<file path="config.mk">
export PLATFORM = sky130hd
export DESIGN_NAME = mult_div_unit
export DESIGN_NICKNAME = d
export VERILOG_FILES = /design/src/rtl/muldiv_pkg.sv /design/src/rtl/mult_div_unit.sv
export SDC_FILE = /design/constraint.sdc
export NUM_CORES = 1
export LEC_CHECK = 0
export ABC_AREA = 1
export CAP_MARGIN = 25
export CORE_MARGIN = 1
export CORE_UTILIZATION = 31
export DETAILED_ROUTE_END_ITERATION = 16
export GPL_TIMING_DRIVEN = 1
export PLACE_DENSITY = 0.47
export SYNTH_ARGS = -nofsm -noshare
export SYNTH_HDL_FRONTEND = slang
export SYNTH_SLANG_ARGS = --single-unit
</file>
<file path="constraint.sdc">
create_clock -name clk -period 4.55 [get_ports clk]
set_input_delay 1.365 -clock clk [delete_from_list [all_inputs] [get_ports clk]]
set_output_delay 1.365 -clock clk [all_outputs]
set_load 0.01 [all_outputs]
</file>
<file path="src/rtl/muldiv_pkg.sv">
// Shared types and helpers for the iterative multiply/divide unit.
// Holds the operation/state encodings and the conditional-negate helper.
package muldiv_pkg;

   typedef enum logic [1:0] {
      MD_MULT  = 2'd0,
      MD_MULTU = 2'd1,
      MD_DIV   = 2'd2,
      MD_DIVU  = 2'd3
   } muldiv_op_t;

   typedef enum logic [1:0] {
      S_IDLE = 2'd0,
      S_CALC = 2'd1,
      S_FIX  = 2'd2
   } muldiv_state_t;

   // Wide enough for a 2*WIDTH product with WIDTH up to 64.
   localparam int MD_VW = 128;
   typedef logic [MD_VW-1:0] md_vec_t;

   // Two's-complement negate when neg is set; low bits are width-agnostic.
   function automatic md_vec_t f_cneg(input md_vec_t x, input logic neg);
      return neg ? (~x + md_vec_t'(1)) : x;
   endfunction

   function automatic logic f_is_signed(input muldiv_op_t op);
      return (op == MD_MULT) || (op == MD_DIV);
   endfunction

   function automatic logic f_is_div(input muldiv_op_t op);
      return (op == MD_DIV) || (op == MD_DIVU);
   endfunction

endpackage

</file>
<file path="src/rtl/mult_div_unit.sv">
// Iterative MULT/MULTU/DIV/DIVU unit owning the HI/LO registers.
// Shift-add multiply and restoring divide, one bit per cycle.
module mult_div_unit
   import muldiv_pkg::*;
#(
   parameter int WIDTH = 32
) (
   input  logic             clk,
   input  logic             rst,
   input  logic             start,
   input  logic [1:0]       op,
   input  logic [WIDTH-1:0] op_a,
   input  logic [WIDTH-1:0] op_b,
   input  logic             hi_we,
   input  logic             lo_we,
   input  logic [WIDTH-1:0] wr_data,
   output logic             busy,
   output logic             done,
   output logic             div_by_zero,
   output logic [WIDTH-1:0] hi,
   output logic [WIDTH-1:0] lo
);

   localparam int CW = $clog2(WIDTH) + 1;
   localparam logic [CW-1:0] LAST = CW'(WIDTH - 1);

   muldiv_state_t      r_state;
   muldiv_op_t         r_op;
   logic               r_sa;
   logic               r_sb;
   logic               r_bzero;
   logic [WIDTH-1:0]   r_a_raw;
   logic [WIDTH-1:0]   r_mag_a;
   logic [WIDTH-1:0]   r_mag_b;
   logic [2*WIDTH-1:0] r_acc;
   logic [WIDTH:0]     r_rem;
   logic [CW-1:0]      r_cnt;
   logic [WIDTH-1:0]   r_hi;
   logic [WIDTH-1:0]   r_lo;
   logic               r_busy;
   logic               r_done;
   logic               r_dbz;

   muldiv_op_t         w_in_op;
   logic               w_in_sa;
   logic               w_in_sb;
   md_vec_t            w_va;
   md_vec_t            w_vb;
   logic [WIDTH-1:0]   w_in_mag_a;
   logic [WIDTH-1:0]   w_in_mag_b;
   logic               w_is_div;
   logic [WIDTH:0]     w_sum;
   logic [WIDTH:0]     w_shift;
   logic [WIDTH:0]     w_diff;
   logic               w_ge;
   md_vec_t            w_vp;
   md_vec_t            w_vq;
   md_vec_t            w_vr;
   logic [2*WIDTH-1:0] w_prod;
   logic [WIDTH-1:0]   w_quo;
   logic [WIDTH-1:0]   w_rmd;
   logic               w_unused_bits;

   // Operand decode at accept: sign flags and magnitudes.
   always_comb begin
      w_in_op    = muldiv_op_t'(op);
      w_in_sa    = f_is_signed(w_in_op) & op_a[WIDTH-1];
      w_in_sb    = f_is_signed(w_in_op) & op_b[WIDTH-1];
      w_va       = f_cneg(md_vec_t'(op_a), w_in_sa);
      w_vb       = f_cneg(md_vec_t'(op_b), w_in_sb);
      w_in_mag_a = w_va[WIDTH-1:0];
      w_in_mag_b = w_vb[WIDTH-1:0];
   end

   // One iteration step for each datapath, plus final sign correction.
   always_comb begin
      w_is_div = f_is_div(r_op);
      w_sum    = {1'b0, r_acc[2*WIDTH-1:WIDTH]}
               + (r_acc[0] ? {1'b0, r_mag_a} : '0);
      w_shift  = {r_rem[WIDTH-1:0], r_acc[WIDTH-1]};
      w_ge     = (w_shift >= {1'b0, r_mag_b});
      w_diff   = w_shift - {1'b0, r_mag_b};
      w_vp     = f_cneg(md_vec_t'(r_acc), r_sa ^ r_sb);
      w_vq     = f_cneg(md_vec_t'(r_acc[WIDTH-1:0]), r_sa ^ r_sb);
      w_vr     = f_cneg(md_vec_t'(r_rem[WIDTH-1:0]), r_sa);
      w_prod   = w_vp[2*WIDTH-1:0];
      w_quo    = w_vq[WIDTH-1:0];
      w_rmd    = w_vr[WIDTH-1:0];
   end

   // Upper helper bits are zero-extension artefacts.
   assign w_unused_bits = ^{w_va[MD_VW-1:WIDTH], w_vb[MD_VW-1:WIDTH],
                            w_vp[MD_VW-1:2*WIDTH], w_vq[MD_VW-1:WIDTH],
                            w_vr[MD_VW-1:WIDTH], r_rem[WIDTH]};

   // Control FSM with iteration datapath and HI/LO ownership.
   always_ff @(posedge clk) begin
      if (rst) begin
         r_state <= S_IDLE;
         r_op    <= MD_MULT;
         r_sa    <= 1'b0;
         r_sb    <= 1'b0;
         r_bzero <= 1'b0;
         r_a_raw <= '0;
         r_mag_a <= '0;
         r_mag_b <= '0;
         r_acc   <= '0;
         r_rem   <= '0;
         r_cnt   <= '0;
         r_hi    <= '0;
         r_lo    <= '0;
         r_busy  <= 1'b0;
         r_done  <= 1'b0;
         r_dbz   <= 1'b0;
      end else begin
         r_done <= 1'b0;
         unique case (r_state)
            S_IDLE: begin
               if (hi_we) r_hi <= wr_data;
               if (lo_we) r_lo <= wr_data;
               if (start) begin
                  r_op    <= w_in_op;
                  r_sa    <= w_in_sa;
                  r_sb    <= w_in_sb;
                  r_bzero <= (op_b == '0);
                  r_a_raw <= op_a;
                  r_mag_a <= w_in_mag_a;
                  r_mag_b <= w_in_mag_b;
                  r_acc   <= f_is_div(w_in_op)
                           ? {{WIDTH{1'b0}}, w_in_mag_a}
                           : {{WIDTH{1'b0}}, w_in_mag_b};
                  r_rem   <= '0;
                  r_cnt   <= '0;
                  r_busy  <= 1'b1;
                  r_dbz   <= 1'b0;
                  r_state <= S_CALC;
               end
            end
            S_CALC: begin
               if (w_is_div) begin
                  r_rem <= w_ge ? w_diff : w_shift;
                  r_acc[WIDTH-1:0] <= {r_acc[WIDTH-2:0], w_ge};
               end else begin
                  r_acc <= {w_sum, r_acc[WIDTH-1:1]};
               end
               r_cnt <= r_cnt + CW'(1);
               if (r_cnt == LAST) r_state <= S_FIX;
            end
            S_FIX: begin
               if (w_is_div) begin
                  if (r_bzero) begin
                     r_hi  <= r_a_raw;
                     r_lo  <= '1;
                     r_dbz <= 1'b1;
                  end else begin
                     r_hi <= w_rmd;
                     r_lo <= w_quo;
                  end
               end else begin
                  r_hi <= w_prod[2*WIDTH-1:WIDTH];
                  r_lo <= w_prod[WIDTH-1:0];
               end
               r_busy  <= 1'b0;
               r_done  <= 1'b1;
               r_state <= S_IDLE;
            end
            default: r_state <= S_IDLE;
         endcase
      end
   end

   assign busy        = r_busy;
   assign done        = r_done;
   assign div_by_zero = r_dbz;
   assign hi          = r_hi;
   assign lo          = r_lo;

endmodule

</file>
==> results_dict.tcl, run 1 <==
set metrics [dict create \
    status "complete, no violations" \
    finalCritPeriodShare_pct 74.0 \
    worst_slew_pin_slew_ps 1120 \
    r2r_cells 11 \
    netlist_instances 3588 \
    drt-pass1-iter-count 6 \
    reg2reg_setup_slack_ps 1390 \
    critPathKind "in -> reg" \
    io_buffers 169 \
    cts_hold_buf 0 \
    grt_pass1_vias 22900 \
    rr_startpoint "r_acc[0]$_SDFFE_PP0P_" \
    drv_cap 0 \
    grt_pass1_wl_microns 150000 \
    hold_viol_final 0 \
    synth_area_sq_mm 0.0216 \
    wirelength_microns 103000 \
    num_rows 96 \
    fp.dieArea_sq_mm 0.0707 \
    cts_resized 0 \
    setup_slack_ps 1180 \
    cp-end-kind "register" \
    area_delta_synth_final_pct 17.2 \
    ys_ff_latch 270 \
    hold_class "reg -> reg" \
    synth_ff_type "dfxtp_1" \
    drt_iter0_drc 2351 \
    grt_max_degree 72 \
    multi_input_area_sq_mm 0.0140 \
    cts_buffer_depth 3 \
    num_vias 24600 \
    critPathArrivalTime_ps 3820 \
    cts_sinks 270 \
    clk_latency_ps 570 \
    nets 3867 \
    drive_above_1_share_pct 7.78 \
    cts.htree.levels 2 \
    synth_most_common_cell "nand2_1" \
    dpl_cell_area_sq_mm 0.0241 \
    critPathMaxFanout 5 \
    path_cells "clkdlybuf4s50_1 -> inv_1 -> ha_1 -> nand3_1 -> nor2_1 -> nand3_1 -> o21ai_2 -> xor2_1 -> nand2_1 -> nand3_1 -> a21oi_1" \
    synthDistinctLibCells 51 \
    synth_top_area_cell "dfxtp_1" \
    grt_overflow_total 0 \
    path_common_cell "nand3_1" \
    rsz0062_at_grt "no" \
    fin_area_sq_mm 0.0253 \
    slowest_stage "xor2_1" \
    whs_ps 456 \
    place_inst 4585 \
    seq_area_sq_mm 0.00541 \
    seq_area_frac_synth_pct 25.0 \
    fin_cells 4648 \
    ctsRootBufferMaster "clkbuf_16" \
    slowest_delay_ps 490 \
    place_ws_ps 658 \
    core_sq_mm 0.0687 \
    boundaryPins 170 \
    antenna_found_initial 3 \
    startpoint_type "primary input" \
    gp_congestion 0.979 \
    timing.critical_path.from "op_b[0]" \
    synth_edf_count 0 \
    avgSynthCellArea_sq_um 6.01 \
    drc_errors 0 \
    synthesis.nets 3762 \
    max_freq_mhz 297 \
    routed_via_density 5.30 \
    synth_area_leaders "dfxtp_1 (25%), nand2_1 (17%), a21oi_1 (6.8%)" \
    cts.clk_slew.worst_paths_ps 60 \
    post_cts_buffers 0 \
    finalClockSkew_ps 34.7 \
    final_antenna_net_count 0 \
    p_leak_nw 11.5 \
    finalSetupViolCount 0 \
    maxSlewHeadroom_pct 24.5 \
    fin_setup_tns_ps 0 \
    cp_data_required_time_ps 5000 \
    die_width_microns 266 \
    numCtsBuffers 35 \
    async_flop_share_pct 0 \
    crit_family "simple AND/OR/NAND/NOR gates" \
    worstReg2RegEnd "r_acc[53]$_SDFFE_PP0P_" \
    dieHeight_microns 266 \
    endpoint "r_acc[14]$_SDFFE_PP0P_" \
    yosysTopAreaCellShare_pct 25.0 \
    synth_common_cells "nand2_1 (968), nor2_1 (383), inv_1 (382)" \
    nFillCells 7712 \
    critical_path_depth 11 \
    post-route-min-period_ps 3370 \
    grt_usage_pct 28.6 \
    peakVddDrop_mv 0.194 \
    routedWlPerCell_microns 22.2 \
    cellPowerDensity_mw_per_mm2 305 \
    timing.critical_path.buf_inv 2 \
    place_hpwl_microns 82600 \
    cts_tree "done" \
    yosys_warnings 0 \
    start_util_pct 31.4 \
    drv_slew 0 \
]
## where the power goes
group          total, W  leakage (nW)  switching [W]  internal (W)
logic           0.00214          8.74        0.00146      0.000683
clock network   0.00281         0.547        0.00122       0.00159
registers       0.00275          2.22       0.000216       0.00254
total           0.00771          11.5        0.00289       0.00481
## area by class of cell
cell class	instances	area share (%)
clock inverters	16	0.658
well taps	931	4.61
inverters	403	5.99
diodes	1	0.00989
repair buffers	213	8.21
clock buffers	44	3.72
flip-flops and latches	270	21.4
multi-input cells	2770	55.4
## worst min path at each step
stage,start,endpoint,cells after the start
after floorplan,r_mag_a[3]$_SDFFE_PP0P_,r_mag_a[3]$_SDFFE_PP0P_,2
after global placement,r_a_raw[11]$_SDFFE_PP0P_,r_a_raw[11]$_SDFFE_PP0P_,2
after detailed placement,r_mag_a[8]$_SDFFE_PP0P_,r_mag_a[8]$_SDFFE_PP0P_,2
after CTS,r_mag_a[3]$_SDFFE_PP0P_,r_mag_a[3]$_SDFFE_PP0P_,2
after global routing,r_mag_a[3]$_SDFFE_PP0P_,r_mag_a[3]$_SDFFE_PP0P_,2
final,r_mag_a[3]$_SDFFE_PP0P_,r_mag_a[3]$_SDFFE_PP0P_,2
## tightest hold or removal path: stages, from the launching register on
cell     delay (ps)
dfxtp_1         310
nand2_1          60
nand2_1          40
## placed cells by master, fill, tap and decap left out, drive strengths merged, types with 41 or more instances in the layout
master,netlist,final
a21oi,323,323
clkbuf,89,44
ha,69,69
buf,56,45
dfxtp,270,270
clkdlybuf4s50,0,168
a31oi,41,41
nand3,336,336
o21ai,290,290
nor2,411,411
xor2,41,41
nand2,1003,1003
inv,401,402
## metal layers
metal / up-vias / routed length [microns] / global-route usage (%)
li1: 12100 / - / -
met1: 11500 / 48200 / 40.4
met2: 866 / 44300 / 43.6
met3: 124 / 6940 / 4.56
met4: 4 / 3540 / 9.71
met5: - / 29 / 0
## cell families (layout without fill, tap and decap cells)
kind of cell / Yosys count / count (layout) / synth area share, %
other: 0 / 1 / 0
xor gates and xnor gates: 62 / 62 / 2.52
DFF: 270 / 270 / 25.0
and+or+nand+nor: 1859 / 1859 / 37.6
buffers and inverters: 548 / 676 / 10.2
AOI/OAI and AO/OA: 778 / 778 / 20.5
adders and majority gates: 71 / 71 / 4.19
## sequential cells by signal, summed over array words and instances, names as in the netlist
register / count
r_state: 2
r_bzero: 1
r_rem: 32
done: 1
div_by_zero: 1
hi: 32
r_op: 1
r_mag_a: 31
r_sb: 1
lo: 32
r_sa: 1
r_acc: 64
r_a_raw: 32
busy: 1
r_cnt: 6
r_mag_b: 32
## stage by stage
step                      power (W)  utilization [%]
after floorplan             0.00399                -
after global routing        0.00805             36.8
after detailed placement    0.00488             35.1
after CTS                   0.00769             36.7
after global placement      0.00490             35.1
final                       0.00771             36.8
Note: power is estimated with default switching activity, not from simulation.
==> inputs of run 2 (changes only) <==
- clock period: 4.55 -> 3.1 ns (I/O delays scaled with it)
==> run 2 against run 1 <==
Effect of this change:
- core utilization is 1.4 points higher
- sequential share of layout area is 0.80 points lower
- hold slack better by 8.3 ps
- largest cell class unchanged
==> results_dict.tcl, run 2 (synthesized netlist as in run 1, its figures left out) <==
set metrics [dict create \
    startpoint_type "register" \
    cp-end-kind "register" \
    critPathMaxFanout 28 \
    reg2reg_setup_slack_ps 190 \
    cts_tree "done" \
    grt_max_degree 67 \
    hp-start "r_mag_a[3]$_SDFFE_PP0P_" \
    largest_reg_flops 64 \
    boundaryPins 170 \
    start_util_pct 31.4 \
    worstReg2RegEnd "r_rem[5]$_SDFFE_PP0P_" \
    gp_congestion 1.01 \
    drc_errors 0 \
    grt_pass1_wl_microns 153000 \
    num_vias 25000 \
    grt_pass1_vias 23200 \
    p_comb_share_pct 27.5 \
    drv_slew 0 \
    critPathKind "reg -> reg" \
    cellPowerDensity_mw_per_mm2 456 \
    nets 3965 \
    finalSetupViolCount 0 \
    post-route-util_pct 38.2 \
    p_int_w 0.00765 \
    r2r_cells 14 \
    dieHeight_microns 266 \
    maxSlewHeadroom_pct 45.0 \
    routed_via_density 5.26 \
    max_freq_mhz 343 \
    area_delta_synth_final_pct 21.8 \
    final_common_cell "nand2_1" \
    cts_sinks 270 \
    layout_common_cells "nand2_1 (968), inv_1 (380), nor2_1 (379)" \
    critPathArrivalTime_ps 3320 \
    core_sq_mm 0.0687 \
    cts.htree.levels 2 \
    routedWlPerCell_microns 22.1 \
    cts_resized 0 \
    final_antenna_net_count 0 \
    die_width_microns 266 \
    drive_above_1_share_pct 10.2 \
    post_cts_buffers 0 \
    fin_area_sq_mm 0.0263 \
    dpl_cell_area_sq_mm 0.0250 \
    finalClockSkew_ps 46.3 \
    numCtsBuffers 36 \
    switching_share_pct 36.2 \
    drt-pass1-iter-count 6 \
    ctsRootBufferMaster "clkbuf_16" \
    finalCritPeriodShare_pct 93.9 \
    post-route-min-period_ps 2910 \
    peakVddDrop_mv 0.305 \
    worstHoldPathCells 2 \
    hold_viol_final 0 \
    place_hpwl_microns 84400 \
    hold_class "reg -> reg" \
    p_leak_nw 12.1 \
    wirelength_microns 105000 \
    grt_usage_pct 28.9 \
    rsz0062_at_grt "no" \
    drt_iter0_drc 2092 \
    seqPwrFrac_pct 33.7 \
    fp.dieArea_sq_mm 0.0707 \
    status "complete, no violations" \
    antenna_found_initial 4 \
    finalPower_w 0.0120 \
    setup_slack_ps 188 \
    cp_data_required_time_ps 3510 \
    place_ws_ps 11.2 \
    num_rows 96 \
    regMostFlops "r_acc" \
    clkPwrFrac_pct 38.8 \
    switchingPower_w 0.00434 \
    drv_cap 0 \
    min_to "r_mag_a[3]$_SDFFE_PP0P_" \
    clk_latency_ps 590 \
    grt_overflow_total 0 \
    io_buffers 169 \
    cts_hold_buf 0 \
    cts.clk_slew.worst_paths_ps 60 \
    rr_startpoint "r_mag_b[21]$_SDFFE_PP0P_" \
    cts_buffer_depth 3 \
    worst_slew_pin_slew_ps 824 \
]
[run 2: power by group through the flow]
stage	Sequential (W)	Clock [W]	Combinational (W)
4_1_cts	0.00402	0.00470	0.00323
3_3_place_gp	0.00410	0	0.00324
3_5_place_dp	0.00410	0	0.00322
5_1_grt	0.00405	0.00484	0.00357
6_report	0.00403	0.00465	0.00330
2_1_floorplan	0.00399	0	0.00188
[run 2: worst max-delay path by stage]
| stage | start | slack, ps | depth (start not counted) | to |
|---|---|---|---|---|
| floorplan | op_b[0] | 800 | 10 | r_acc[14]$_SDFFE_PP0P_ |
| global placement | start | -300 | 7 | r_mag_b[31]$_SDFFE_PP0P_ |
| detailed placement | op_a[1] | 10 | 13 | r_acc[28]$_SDFFE_PP0P_ |
| CTS | r_mag_b[23]$_SDFFE_PP0P_ | 220 | 16 | r_rem[5]$_SDFFE_PP0P_ |
| global route | r_mag_b[18]$_SDFFE_PP0P_ | 70 | 16 | r_rem[3]$_SDFFE_PP0P_ |
| finish | r_mag_b[21]$_SDFFE_PP0P_ | 190 | 14 | r_rem[5]$_SDFFE_PP0P_ |
[run 2: per-stage QoR]
| step | setup TNS (ps) | hold slack, ps | instances |
|---|---|---|---|
| floorplan | 0 | 426 | 3588 |
| global placement | -11520 | 442 | 4683 |
| detailed placement | 0 | 449 | 4684 |
| CTS | 0 | 464 | 4747 |
| global route | 0 | 485 | 4748 |
| finish | 0 | 464 | 4748 |
[run 2: layout make-up]
type                       instances  area, sq um
clock inverter                    14          258
timing repair buffer             310         2900
clock buffer                      49         1010
inverter                         403         1510
antenna                            1         2.50
fill                            7692        42400
sequential                       270         5410
tap                              931         1160
multi-input combinational       2770        14000
[run 2: metal layers]
layer  global-route usage (%)  vias up  share of wire (%)
li1                         -    12300                  -
met1                     40.5    11700                 46
met2                     44.8      904                 43
met3                     4.17      123                6.9
met4                     10.0        2                3.5
met5                        0        -              0.012
[run 2: worst max-delay path: stages, from the launching register on]
cell and delay, ps:
dfxtp_1 490, inv_1 120, ha_1 400, nand2_1 130, nor2_2 200, nand2_1 100
nor2_2 220, nand3_2 120, nand3_4 120, nor2_8 100, nand2_8 240, buf_4 250
nand2_2 90, nand3_2 70, a21oi_2 50
==> inputs of run 3 (changes only) <==
- CTS_CLUSTER_DIAMETER: not set -> 200
==> results of run 3 <==
Final layout, timing and power as in run 2 (identical DEF).
